==> src/rtl/ps2_keyboard_pkg.sv <==
// Shared constants, FSM encoding and parity helper for the PS/2 keyboard receiver.
package ps2_keyboard_pkg;

    localparam int PS2_FRAME_LEN = 11;
    localparam int DATA_W        = 8;

    typedef enum logic [1:0] {
        ST_IDLE = 2'd0,
        ST_RECV = 2'd1,
        ST_STOP = 2'd2
    } state_t;

    // Data plus parity must hold an odd number of ones.
    function automatic logic odd_parity_ok(input logic [DATA_W:0] bits);
        return ^bits;
    endfunction

endpackage

==> src/rtl/ps2_keyboard_kb_fifo.sv <==
// Small synchronous FIFO with extra-MSB pointers; a push into a full FIFO is
// accepted when a pop happens in the same cycle.
module kb_fifo #(
    parameter int WIDTH = 8,
    parameter int DEPTH = 4
) (
    input  logic             clk,
    input  logic             rst,
    input  logic             i_push,
    input  logic             i_pop,
    input  logic [WIDTH-1:0] i_data,
    output logic [WIDTH-1:0] o_data,
    output logic             o_full,
    output logic             o_empty
);

    localparam int AW = $clog2(DEPTH);

    logic [WIDTH-1:0] r_mem [DEPTH];
    logic [AW:0]      r_wr_ptr;
    logic [AW:0]      r_rd_ptr;
    logic             w_wr_en;
    logic             w_rd_en;

    assign o_empty = (r_wr_ptr == r_rd_ptr);
    assign o_full  = (r_wr_ptr[AW] != r_rd_ptr[AW]) &&
                     (r_wr_ptr[AW-1:0] == r_rd_ptr[AW-1:0]);
    assign w_rd_en = i_pop && !o_empty;
    // When full, the write lands in the slot the simultaneous pop is vacating.
    assign w_wr_en = i_push && (!o_full || w_rd_en);
    assign o_data  = o_empty ? '0 : r_mem[r_rd_ptr[AW-1:0]];

    always_ff @(posedge clk or posedge rst) begin
        if (rst) begin
            r_wr_ptr <= '0;
            r_rd_ptr <= '0;
        end else begin
            if (w_wr_en) r_wr_ptr <= r_wr_ptr + 1'b1;
            if (w_rd_en) r_rd_ptr <= r_rd_ptr + 1'b1;
        end
    end

    always_ff @(posedge clk) begin
        if (w_wr_en) r_mem[r_wr_ptr[AW-1:0]] <= i_data;
    end

endmodule

==> src/rtl/ps2_keyboard.sv <==
// PS/2 keyboard receiver: synchronises the PS/2 lines, deframes 11-bit frames
// with parity/stop/timeout checking and queues good scan codes in a FIFO.
module ps2_keyboard
    import ps2_keyboard_pkg::*;
#(
    parameter int TIMEOUT_CYCLES = 50000,
    parameter int FIFO_DEPTH     = 4
) (
    input  logic              kbi_clk,
    input  logic              kbi_rst,
    input  logic              kbi_ps2_clk,
    input  logic              kbi_ps2_data,
    input  logic              kbi_rdn,
    output logic              kbo_data_ready,
    output logic [DATA_W-1:0] kbo_scan_code,
    output logic              kbo_frame_error,
    output logic              kbo_overflow
);

    localparam int          TO_W     = $clog2(TIMEOUT_CYCLES + 1);
    localparam logic [3:0]  LAST_BIT = 4'(PS2_FRAME_LEN - 3);

    logic [1:0]        r_clk_sync;
    logic [1:0]        r_data_sync;
    logic              r_clk_prev;
    state_t            r_state;
    state_t            w_state_next;
    logic [3:0]        r_bit_cnt;
    logic [DATA_W:0]   r_shift;
    logic [TO_W-1:0]   r_to_cnt;
    logic              r_push;
    logic [DATA_W-1:0] r_push_data;
    logic              r_frame_error;
    logic              r_overflow;

    logic              w_fall;
    logic              w_bit;
    logic              w_timeout;
    logic              w_accept;
    logic              w_bad;
    logic              w_pop;
    logic              w_full;
    logic              w_empty;
    logic [DATA_W-1:0] w_fifo_data;

    // Synchronisers idle high so reset never looks like a PS/2 fall.
    always_ff @(posedge kbi_clk or posedge kbi_rst) begin
        if (kbi_rst) begin
            r_clk_sync  <= '1;
            r_data_sync <= '1;
            r_clk_prev  <= 1'b1;
        end else begin
            r_clk_sync  <= {r_clk_sync[0], kbi_ps2_clk};
            r_data_sync <= {r_data_sync[0], kbi_ps2_data};
            r_clk_prev  <= r_clk_sync[1];
        end
    end

    assign w_fall    = r_clk_prev && !r_clk_sync[1];
    assign w_bit     = r_data_sync[1];
    assign w_timeout = (r_state != ST_IDLE) && !w_fall &&
                       (r_to_cnt == TO_W'(TIMEOUT_CYCLES - 1));

    always_ff @(posedge kbi_clk or posedge kbi_rst) begin
        if (kbi_rst) r_state <= ST_IDLE;
        else         r_state <= w_state_next;
    end

    always_comb begin
        w_state_next = r_state;
        case (r_state)
            ST_IDLE: if (w_fall && !w_bit) w_state_next = ST_RECV;
            ST_RECV: begin
                if (w_timeout)                             w_state_next = ST_IDLE;
                else if (w_fall && r_bit_cnt == LAST_BIT)  w_state_next = ST_STOP;
            end
            ST_STOP: if (w_timeout || w_fall) w_state_next = ST_IDLE;
            default: w_state_next = ST_IDLE;
        endcase
    end

    always_comb begin
        w_accept = 1'b0;
        w_bad    = w_timeout;
        if (r_state == ST_STOP && w_fall) begin
            w_accept = w_bit && odd_parity_ok(r_shift);
            w_bad    = !w_accept;
        end
    end

    // Bits arrive LSB first, so shift in from the top; parity ends in the MSB.
    always_ff @(posedge kbi_clk or posedge kbi_rst) begin
        if (kbi_rst) begin
            r_bit_cnt <= '0;
            r_shift   <= '0;
            r_to_cnt  <= '0;
        end else begin
            if (r_state == ST_IDLE) begin
                r_bit_cnt <= '0;
                if (w_fall && !w_bit) r_shift <= '0;
            end else if (r_state == ST_RECV && w_fall) begin
                r_bit_cnt <= r_bit_cnt + 4'd1;
                r_shift   <= {w_bit, r_shift[DATA_W:1]};
            end
            if (r_state == ST_IDLE || w_fall || w_timeout) r_to_cnt <= '0;
            else                                           r_to_cnt <= r_to_cnt + TO_W'(1);
        end
    end

    assign w_pop = !kbi_rdn && !w_empty;

    always_ff @(posedge kbi_clk or posedge kbi_rst) begin
        if (kbi_rst) begin
            r_push        <= 1'b0;
            r_push_data   <= '0;
            r_frame_error <= 1'b0;
            r_overflow    <= 1'b0;
        end else begin
            r_push        <= w_accept;
            r_push_data   <= r_shift[DATA_W-1:0];
            r_frame_error <= w_bad;
            r_overflow    <= r_push && w_full && !w_pop;
        end
    end

    kb_fifo #(
        .WIDTH (DATA_W),
        .DEPTH (FIFO_DEPTH)
    ) u_fifo (
        .clk     (kbi_clk),
        .rst     (kbi_rst),
        .i_push  (r_push),
        .i_pop   (w_pop),
        .i_data  (r_push_data),
        .o_data  (w_fifo_data),
        .o_full  (w_full),
        .o_empty (w_empty)
    );

    assign kbo_data_ready  = !w_empty;
    assign kbo_scan_code   = w_fifo_data;
    assign kbo_frame_error = r_frame_error;
    assign kbo_overflow    = r_overflow;

endmodule
==> config.mk <==
export PLATFORM = sky130hd
export DESIGN_NAME = ps2_keyboard
export DESIGN_NICKNAME = d
export VERILOG_FILES = /design/src/rtl/ps2_keyboard_pkg.sv /design/src/rtl/ps2_keyboard_kb_fifo.sv /design/src/rtl/ps2_keyboard.sv
export SDC_FILE = /design/constraint.sdc
export NUM_CORES = 1
export LEC_CHECK = 0
export ABC_AREA = 1
export BUFFER_PORTS_ARGS = -buffer_cell sky130_fd_sc_hd__buf_2
export CORE_AREA = 5 5 96 107
export CTS_CLUSTER_DIAMETER = 50
export DETAILED_ROUTE_END_ITERATION = 10
export DIE_AREA = 0 0 101 112
export GPL_TIMING_DRIVEN = 0
export PLACE_DENSITY = 0.61
export SETUP_SLACK_MARGIN = 0.05
export SLEW_MARGIN = 20
export SYNTH_ARGS = -nofsm -noshare
export SYNTH_HDL_FRONTEND = slang
export SYNTH_HIERARCHICAL = 1
export SYNTH_SLANG_ARGS = --single-unit
==> constraint.sdc <==
create_clock -name kbi_clk -period 6.2 [get_ports kbi_clk]
set_input_delay 0 -clock kbi_clk [delete_from_list [all_inputs] [get_ports kbi_clk]]
set_output_delay 0 -clock kbi_clk [all_outputs]
set_load 0.01 [all_outputs]
==> results of run 1 <==
==> worst max-delay path by stage <==
stage	end	cells after the start	slack (ns)
final	u_fifo/r_mem[2][3]$_DFFE_PP_	12	3.37
after global routing	u_fifo/r_mem[2][3]$_DFFE_PP_	12	3.19
after CTS	u_fifo/r_mem[3][2]$_DFFE_PP_	12	3.31
after global placement	u_fifo/r_mem[3][1]$_DFFE_PP_	12	3.32
after floorplan	u_fifo/r_mem[0][0]$_DFFE_PP_	12	3.91
after detailed placement	u_fifo/r_mem[3][1]$_DFFE_PP_	12	3.33
==> worst min-delay path: stages <==
cell and delay, ns:
sky130_fd_sc_hd__dlygate4sd3_1 0.53, sky130_fd_sc_hd__buf_2 0.13, sky130_fd_sc_hd__inv_1 0.20
==> cells by family (layout without fill, tap and decap cells) <==
logic type	count (synthesis)	count (layout)
adders and majority gates	8	8
AOI/OAI and AO/OA	46	46
and+or+nand+nor	185	185
DFF	85	85
buffers and inverters	64	100
xor gates and xnor gates	8	8
==> sequential cells by signal, summed over array words and instances, names as in the netlist, 2 cells and up <==
register,flops
r_to_cnt,16
r_state,2
r_data_sync,2
r_shift,9
r_push_data,8
r_bit_cnt,4
u_fifo/r_wr_ptr,3
r_clk_sync,2
u_fifo/r_mem,32
u_fifo/r_rd_ptr,3
==> cell usage in the layout, fill, tap and decap left out, drive strengths merged <==
cell,synthesis,layout
nand2,83,83
nor2,62,62
inv,56,61
dfrtp,48,48
edfxtp,32,32
o21ai,29,29
buf,8,24
nand3,23,23
o22ai,10,10
clkbuf,0,9
ha,8,8
nor3,7,7
xor2,5,5
dfstp,5,5
nand4,5,5
a21oi,5,5
dlygate4sd3,0,4
nor3b,4,4
xnor2,3,3
o21a,2,2
clkinv,0,2
nor4,1,1
==> what timing repair did <==
item,CTS,global route
endpoints found under the hold margin,54,0
hold buffers,4,0
endpoints found under the setup margin,0,0
==> routing by layer <==
| metal | vias to the layer above | track usage, % | wire length (µm) |
|---|---|---|---|
| met1 | 1212 | 15.61 | 2940 |
| met3 | 10 | 3.008 | 204 |
| met4 | 0 | 5.585 | 119 |
| met2 | 30 | 22.92 | 3410 |
| met5 | - | 0 | 0 |
| li1 | 1345 | - | - |
==> cell type report <==
| cell class | instances | area (µm²) |
|---|---|---|
| fill | 830 | 4678 |
| buffer | 8 | 76.32 |
| multi-input combinational | 247 | 1380 |
| inverter | 56 | 212.7 |
| clock buffer | 9 | 123.9 |
| clock inverter | 7 | 73.82 |
| tap | 117 | 146.4 |
| sequential | 85 | 2293 |
| timing repair buffer | 20 | 135.1 |
==> metrics by stage <==
stage | total power, mW | cells | setup slack (ns)
2_1_floorplan | 1.050 | 396 | 3.914
6_report | 1.544 | 549 | 3.370
3_3_place_gp | 1.164 | 528 | 3.321
5_1_grt | 1.661 | 549 | 3.188
4_1_cts | 1.567 | 549 | 3.313
3_5_place_dp | 1.175 | 529 | 3.334
==> where the power goes <==
group          internal (mW)  total (mW)  switching (mW)
registers              0.636       0.676          0.0397
logic                  0.180       0.482           0.302
clock network          0.161       0.386           0.225
total                  0.977        1.54           0.567
==> summary.md, run 1 <==
Floorplan
* 37 — standard-cell row count
* 43.45% — effective utilization at floorplan
* 0.009120 mm² — core area
* 0.01131 mm² — die outline area
* 16 — IO Count
* 101 µm — die extent in x
* 112 µm — vertical extent of the die

Min path
* input pin to asynchronous set/reset pin — path type of the worst min-delay path

Finish
* 48.70% — core utilization of the finished layout
* 440 — net count of the finished layout
* 0 — antenna fix cells
* 20.60% — fraction of final layout cells with drive strength greater than 1
* 12.09% — synthesis-to-layout area growth
* 0.004442 mm² — post-layout instance area

Synth
* sky130_fd_sc_hd__dfrtp_1 (30%), sky130_fd_sc_hd__edfxtp_1 (24%), sky130_fd_sc_hd__nand2_1 (7.3%) — top cells by area, synth
* 2.526% — adder-cell share of the synthesized area
* sky130_fd_sc_hd__dfrtp_1 — Yosys top cell by area
* 0% — multiplexer area fraction after synthesis
* sky130_fd_sc_hd__dfrtp_1 — predominant post-synthesis flop cell
* 396 — cell count after synthesis
* 6 — yosys synthesis warning count
* sky130_fd_sc_hd__nand2_1 — most frequent cell after synthesis
* 32 — number of flops mapped to enable cells by yosys
* 57.88% — Seq/Total Area, Yosys
* simple AND/OR/NAND/NOR gates — combinational family with the most area after synthesis
* sky130_fd_sc_hd__nand2_1 (77), sky130_fd_sc_hd__inv_1 (50), sky130_fd_sc_hd__dfrtp_1 (48), sky130_fd_sc_hd__nor2_1 (46), sky130_fd_sc_hd__edfxtp_1 (32) — leading cell types by count after synthesis
* 409 — Syn Nets
* 0.003963 mm² — synthesized area
* 10.01 µm² — average cell area after synthesis
* 37 — count of different cell masters after synthesis
* 6.441% — compound-cell area share of the yosys netlist
* 62.35% — fraction of synthesis flops using an asynchronous set or reset pin
* 85 — count of state elements after synthesis
* 30.31% — share of the synthesized area in the top cell type
* 2.242% — Synth Area in XOR/XNOR
* 23.62% — simple-gate area share of the yosys netlist

Timing
* 0 — max-slew violation count
* 0.1059 ns — worst hold slack after final layout
* 0 ns — Post-Route Setup TNS
* 0 — setup-violating endpoint count in the final report
* 353.3 MHz — highest clock rate
* 0.01060 ns — worst clock skew
* 2.830 ns — clock period minus final worst setup slack
* no — RSZ-0062 raised after global routing
* 45.65% — final period utilization
* 0.7877 ns — Tightest Pin Transition
* 47.29% — worst slew margin relative to its limit
* 0 — Hold Violations, Final

Job
* 0 — maxcap violations

Worst setup path
* u_fifo/r_rd_ptr[0]$_DFFE_PP0P_ — reg-to-reg startpoint
* 3.37 ns — setup slack of the worst register-to-register path
* 2.82 ns — Worst Path Arrival
* 6.19 ns — required time at the endpoint of the critical path
* buf_6, inv_4, nand2_1, nand2_4, nand3_4, buf_6, inv_1, nor2_1, inv_1, nand4_4, nand2_4, nor2_1 — critical path, cell by cell
* sky130_fd_sc_hd__nor2_1 — highest-delay cell along the critical path
* 5 — buffers plus inverters on the worst setup path
* register — crit end category
* register to register — start-to-end type of the worst setup path
* u_fifo/r_rd_ptr[0]$_DFFE_PP0P_ — launching instance or port of the critical path
* 10 — CP Max Fanout
* 0.61 ns — Slowest Stage Delay on Critical Path
* 12 — FF-to-FF path depth
* u_fifo/r_mem[2][3]$_DFFE_PP_ — capturing point of the worst reg2reg path
* simple AND/OR/NAND/NOR gates — cell family with most CP delay
* register — startpoint type of the worst setup path

Power
* 189.8 µV — largest vdd supply drop
* 1.991 nW — leakage dissipation
* 347.6 mW/mm² — total power density per cell area

Outcome
* completed — run status

Clocking
* 0.36 ns — Clock Latency Late Sink
* sky130_fd_sc_hd__clkbuf_8 — master cell of the clock root buffer
* 0 — number of gates resized after cts
* 0 — Post CTS Setup Buffer Count
* 9 — total clock buffers created by CTS
* built — TritonCTS clock tree
* 3 — htree depth
* 0.09 ns — Clk pin slew, worst setup/hold paths
* 2 — maximum clock path buffer count
* 85 — clock sink count

Route
* 12.16 µm — routed len/inst
* 127 — DRC marker count from the first detailed-route iteration
* 2597 — via count of the routed design
* 0 — post-route DRC violation count
* 6674 µm — Routed WL
* 0 — antenna viol nets, final
* 4 — length of the first detailed-routing pass in iterations
* 4.730 — Vias/cell

Placement
* 0.8073 — weighted congestion reported at the end of routability-driven placement
* 4770 µm — DP HPWL
* 15 — number of input and output port buffers inserted
* 0.004204 mm² — area after detailed placement

Global route
* 0 — number of antenna violations at the first check in global routing
* 13.24% — gr usage total
* 35 — pin count of the biggest net entering global routing
* 2594 — number of global-route vias before repair
* 0 — total global routing overflow
* 11790 µm — wire length of the first global-routing pass

No activity file was read; power rests on OpenSTA's default activity.
==> run 2, diff against run 1 <==
Settings changed: ABC_AREA 1 to 0, CORE_AREA 5 5 96 107 to 5 5 92 103, DIE_AREA 0 0 101 112 to 0 0 97 108.
Clock period 6.2 ns to 2.95 ns, I/O delays scaled along.
==> summary.md, run 2 <==
Timing
* 2.688 ns — clock period minus final worst setup slack
* 0 — setup-violating endpoint count in the final report
* 0 ns — Post-Route Setup TNS
* 372.1 MHz — highest clock rate
* 0 — max-slew violation count
* no — RSZ-0062 raised after global routing
* 66.78% — worst slew margin relative to its limit
* 0.4965 ns — Tightest Pin Transition
* 0 — Hold Violations, Final
* 0.2623 ns — smallest setup slack after layout
* 0.01258 ns — worst clock skew
* 91.11% — final period utilization

Route
* 0 — post-route DRC violation count
* 5766 µm — Routed WL
* 5.065 — Vias/cell
* 0 — antenna viol nets, final
* 73 — DRC marker count from the first detailed-route iteration
* 14.34 µm — routed len/inst
* 2036 — via count of the routed design
* 4 — length of the first detailed-routing pass in iterations

Synth
* 0.003656 mm² — synthesized area
* sky130_fd_sc_hd__dfrtp_1 (33%), sky130_fd_sc_hd__edfxtp_1 (26%), sky130_fd_sc_hd__mux4_2 (4.9%) — top cells by area, synth
* 32.85% — share of the synthesized area in the top cell type
* 269 — Syn Nets
* sky130_fd_sc_hd__dfrtp_1 (48), sky130_fd_sc_hd__edfxtp_1 (32), sky130_fd_sc_hd__nor2_1 (20), sky130_fd_sc_hd__nand2_1 (14), sky130_fd_sc_hd__xnor2_1 (13) — leading cell types by count after synthesis
* 32 — number of flops mapped to enable cells by yosys
* 62.73% — Seq/Total Area, Yosys
* sky130_fd_sc_hd__dfrtp_1 — predominant post-synthesis flop cell
* 85 — count of state elements after synthesis
* 256 — cell count after synthesis
* sky130_fd_sc_hd__dfrtp_1 — Yosys top cell by area
* sky130_fd_sc_hd__dfrtp_1 — most frequent cell after synthesis
* 14.28 µm² — average cell area after synthesis
* 50 — count of different cell masters after synthesis
* 62.35% — fraction of synthesis flops using an asynchronous set or reset pin
* 6 — yosys synthesis warning count

Floorplan
* 0.008277 mm² — core area
* 108 µm — vertical extent of the die
* 35 — standard-cell row count
* 97 µm — die extent in x
* 0.01048 mm² — die outline area
* 16 — IO Count
* 44.17% — effective utilization at floorplan

Finish
* 0 — antenna fix cells
* 32 — max FFs per register
* 299 — net count of the finished layout
* sky130_fd_sc_hd__dfrtp_1 — leading cell type in the layout, fill and taps excluded
* sky130_fd_sc_hd__dfrtp_1 (48), sky130_fd_sc_hd__edfxtp_1 (32), sky130_fd_sc_hd__nor2_1 (20), sky130_fd_sc_hd__buf_2 (17), sky130_fd_sc_hd__nand2_1 (14) — most frequent cells in the layout
* 22.68% — fraction of final layout cells with drive strength greater than 1
* 0.004134 mm² — post-layout instance area
* 402 — number of standard cells in the final layout excluding fillers
* 13.07% — synthesis-to-layout area growth

Clocking
* 3 — htree depth
* 0.36 ns — Clock Latency Late Sink
* 9 — total clock buffers created by CTS
* 0 — Post CTS Setup Buffer Count
* built — TritonCTS clock tree
* sky130_fd_sc_hd__clkbuf_8 — master cell of the clock root buffer
* 2 — maximum clock path buffer count
* 0.09 ns — Clk pin slew, worst setup/hold paths
* 85 — clock sink count

Worst setup path
* 0.26 ns — setup slack of the worst register-to-register path
* u_fifo/r_rd_ptr[0]$_DFFE_PP0P_ — reg-to-reg startpoint
* register to register — start-to-end type of the worst setup path
* u_fifo/r_mem[1][6]$_DFFE_PP_ — capturing point of the worst reg2reg path
* 3.01 ns — required time at the endpoint of the critical path
* register — startpoint type of the worst setup path
* 10 — CP Max Fanout
* register — crit end category
* 6 — FF-to-FF path depth
* 2.75 ns — Worst Path Arrival

Placement
* -0.01671 ns — Post-Place Setup Slack
* 0.003890 mm² — area after detailed placement
* 383 — number of cells in the design after placement
* 0.7574 — weighted congestion reported at the end of routability-driven placement
* 3825 µm — DP HPWL
* 15 — number of input and output port buffers inserted

Outcome
* completed — run status

Min path
* 3 — Hold Crit Depth
* kbo_overflow$_DFF_PP0_ — capture endpoint of the worst hold path
* input pin to register — path type of the worst min-delay path
* kbi_rdn — Worst Hold Launch

Global route
* 12.02% — gr usage total
* 0 — number of antenna violations at the first check in global routing
* 31 — pin count of the biggest net entering global routing
* 2050 — number of global-route vias before repair
* 0 — total global routing overflow
* 9915 µm — wire length of the first global-routing pass

Power
* 35.6% — portion of total power attributed to the clock network
* 2.346 mW — Final Total Pwr
* 7.2% — share of power burned in combinational logic
* 57.2% — proportion of power drawn by flip-flops and latches
* 1.760 nW — leakage dissipation
* 26.81% — switch share
* 567.4 mW/mm² — total power density per cell area
* 296.2 µV — largest vdd supply drop
* 1.717 mW — Internal
* 629.0 µW — net switching power

Job
* 0 — maxcap violations

[run 2: cell families (layout without fill, tap and decap cells)]
logic type                 after synthesis  in the layout  synth area share, %
adders and majority gates                8              8                2.738
buffers and inverters                   16             51                2.122
AOI/OAI and AO/OA                       26             26                5.578
muxes                                   12             12                6.126
DFF                                     85             85                62.73
xor gates and xnor gates                25             25                7.461
and+or+nand+nor                         84             84                13.24
[run 2: cell type report]
cell class	count	area, µm²
buffer	5	36.28
tap	111	138.9
fill	734	4143
multi-input combinational	155	1291
clock inverter	7	83.83
sequential	85	2293
clock buffer	9	123.9
inverter	11	41.29
timing repair buffer	19	125.1
[run 2: worst max-delay path: stages, from the launching register on]
cell                      delay, ns
sky130_fd_sc_hd__dfrtp_1       0.40
sky130_fd_sc_hd__buf_6         0.17
sky130_fd_sc_hd__xor2_2        0.24
sky130_fd_sc_hd__nor3_4        0.42
sky130_fd_sc_hd__nor2_1        0.23
sky130_fd_sc_hd__or4_4         0.58
sky130_fd_sc_hd__and3_1        0.35
[run 2: how the worst max path moves through the flow]
| stage | startpoint | slack (ns) | cells after the start | to |
|---|---|---|---|---|
| after global routing | u_fifo/r_rd_ptr[0]$_DFFE_PP0P_ | 0.07 | 6 | u_fifo/r_mem[1][6]$_DFFE_PP_ |
| after floorplan | u_fifo/r_rd_ptr[0]$_DFFE_PP0P_ | 0.46 | 6 | u_fifo/r_mem[0][0]$_DFFE_PP_ |
| after global placement | u_fifo/r_rd_ptr[0]$_DFFE_PP0P_ | -0.02 | 6 | u_fifo/r_mem[0][2]$_DFFE_PP_ |
| after CTS | u_fifo/r_rd_ptr[0]$_DFFE_PP0P_ | 0.20 | 6 | u_fifo/r_mem[1][6]$_DFFE_PP_ |
| after detailed placement | u_fifo/r_rd_ptr[0]$_DFFE_PP0P_ | -0.02 | 6 | u_fifo/r_mem[0][2]$_DFFE_PP_ |
| final | u_fifo/r_rd_ptr[0]$_DFFE_PP0P_ | 0.26 | 6 | u_fifo/r_mem[1][6]$_DFFE_PP_ |
[run 2: power by group through the flow]
stage	combinational [mW]	clock [mW]	sequential (mW)
final	0.169	0.834	1.34
after global routing	0.195	0.918	1.35
after CTS	0.174	0.862	1.34
after detailed placement	0.169	0	1.37
after global placement	0.164	0	1.36
after floorplan	0.132	0	1.35
[run 2: metal layers]
metal	wire (µm)	global-route usage [%]	part of all wire (%)
met1	2658	14.94	46
met2	2847	20.07	49
met3	184	3.226	3.2
met4	76	4.915	1.3
met5	0	0	0
[run 2: timing repair]
| action | CTS | global route |
|---|---|---|
| setup endpoints to repair | 24 | 0 |
| resized for setup | 1 | 0 |
| endpoints found under the hold margin | 54 | 0 |
| hold buffers | 3 | 0 |
[run 2: metrics by stage]
stage	hold WS (ns)	utilization, %
after floorplan	-0.2090	-
after global placement	-0.05745	46.76
after detailed placement	-0.05693	47.00
after CTS	0.001413	49.95
after global routing	0.004880	49.95
final	0.005857	49.95
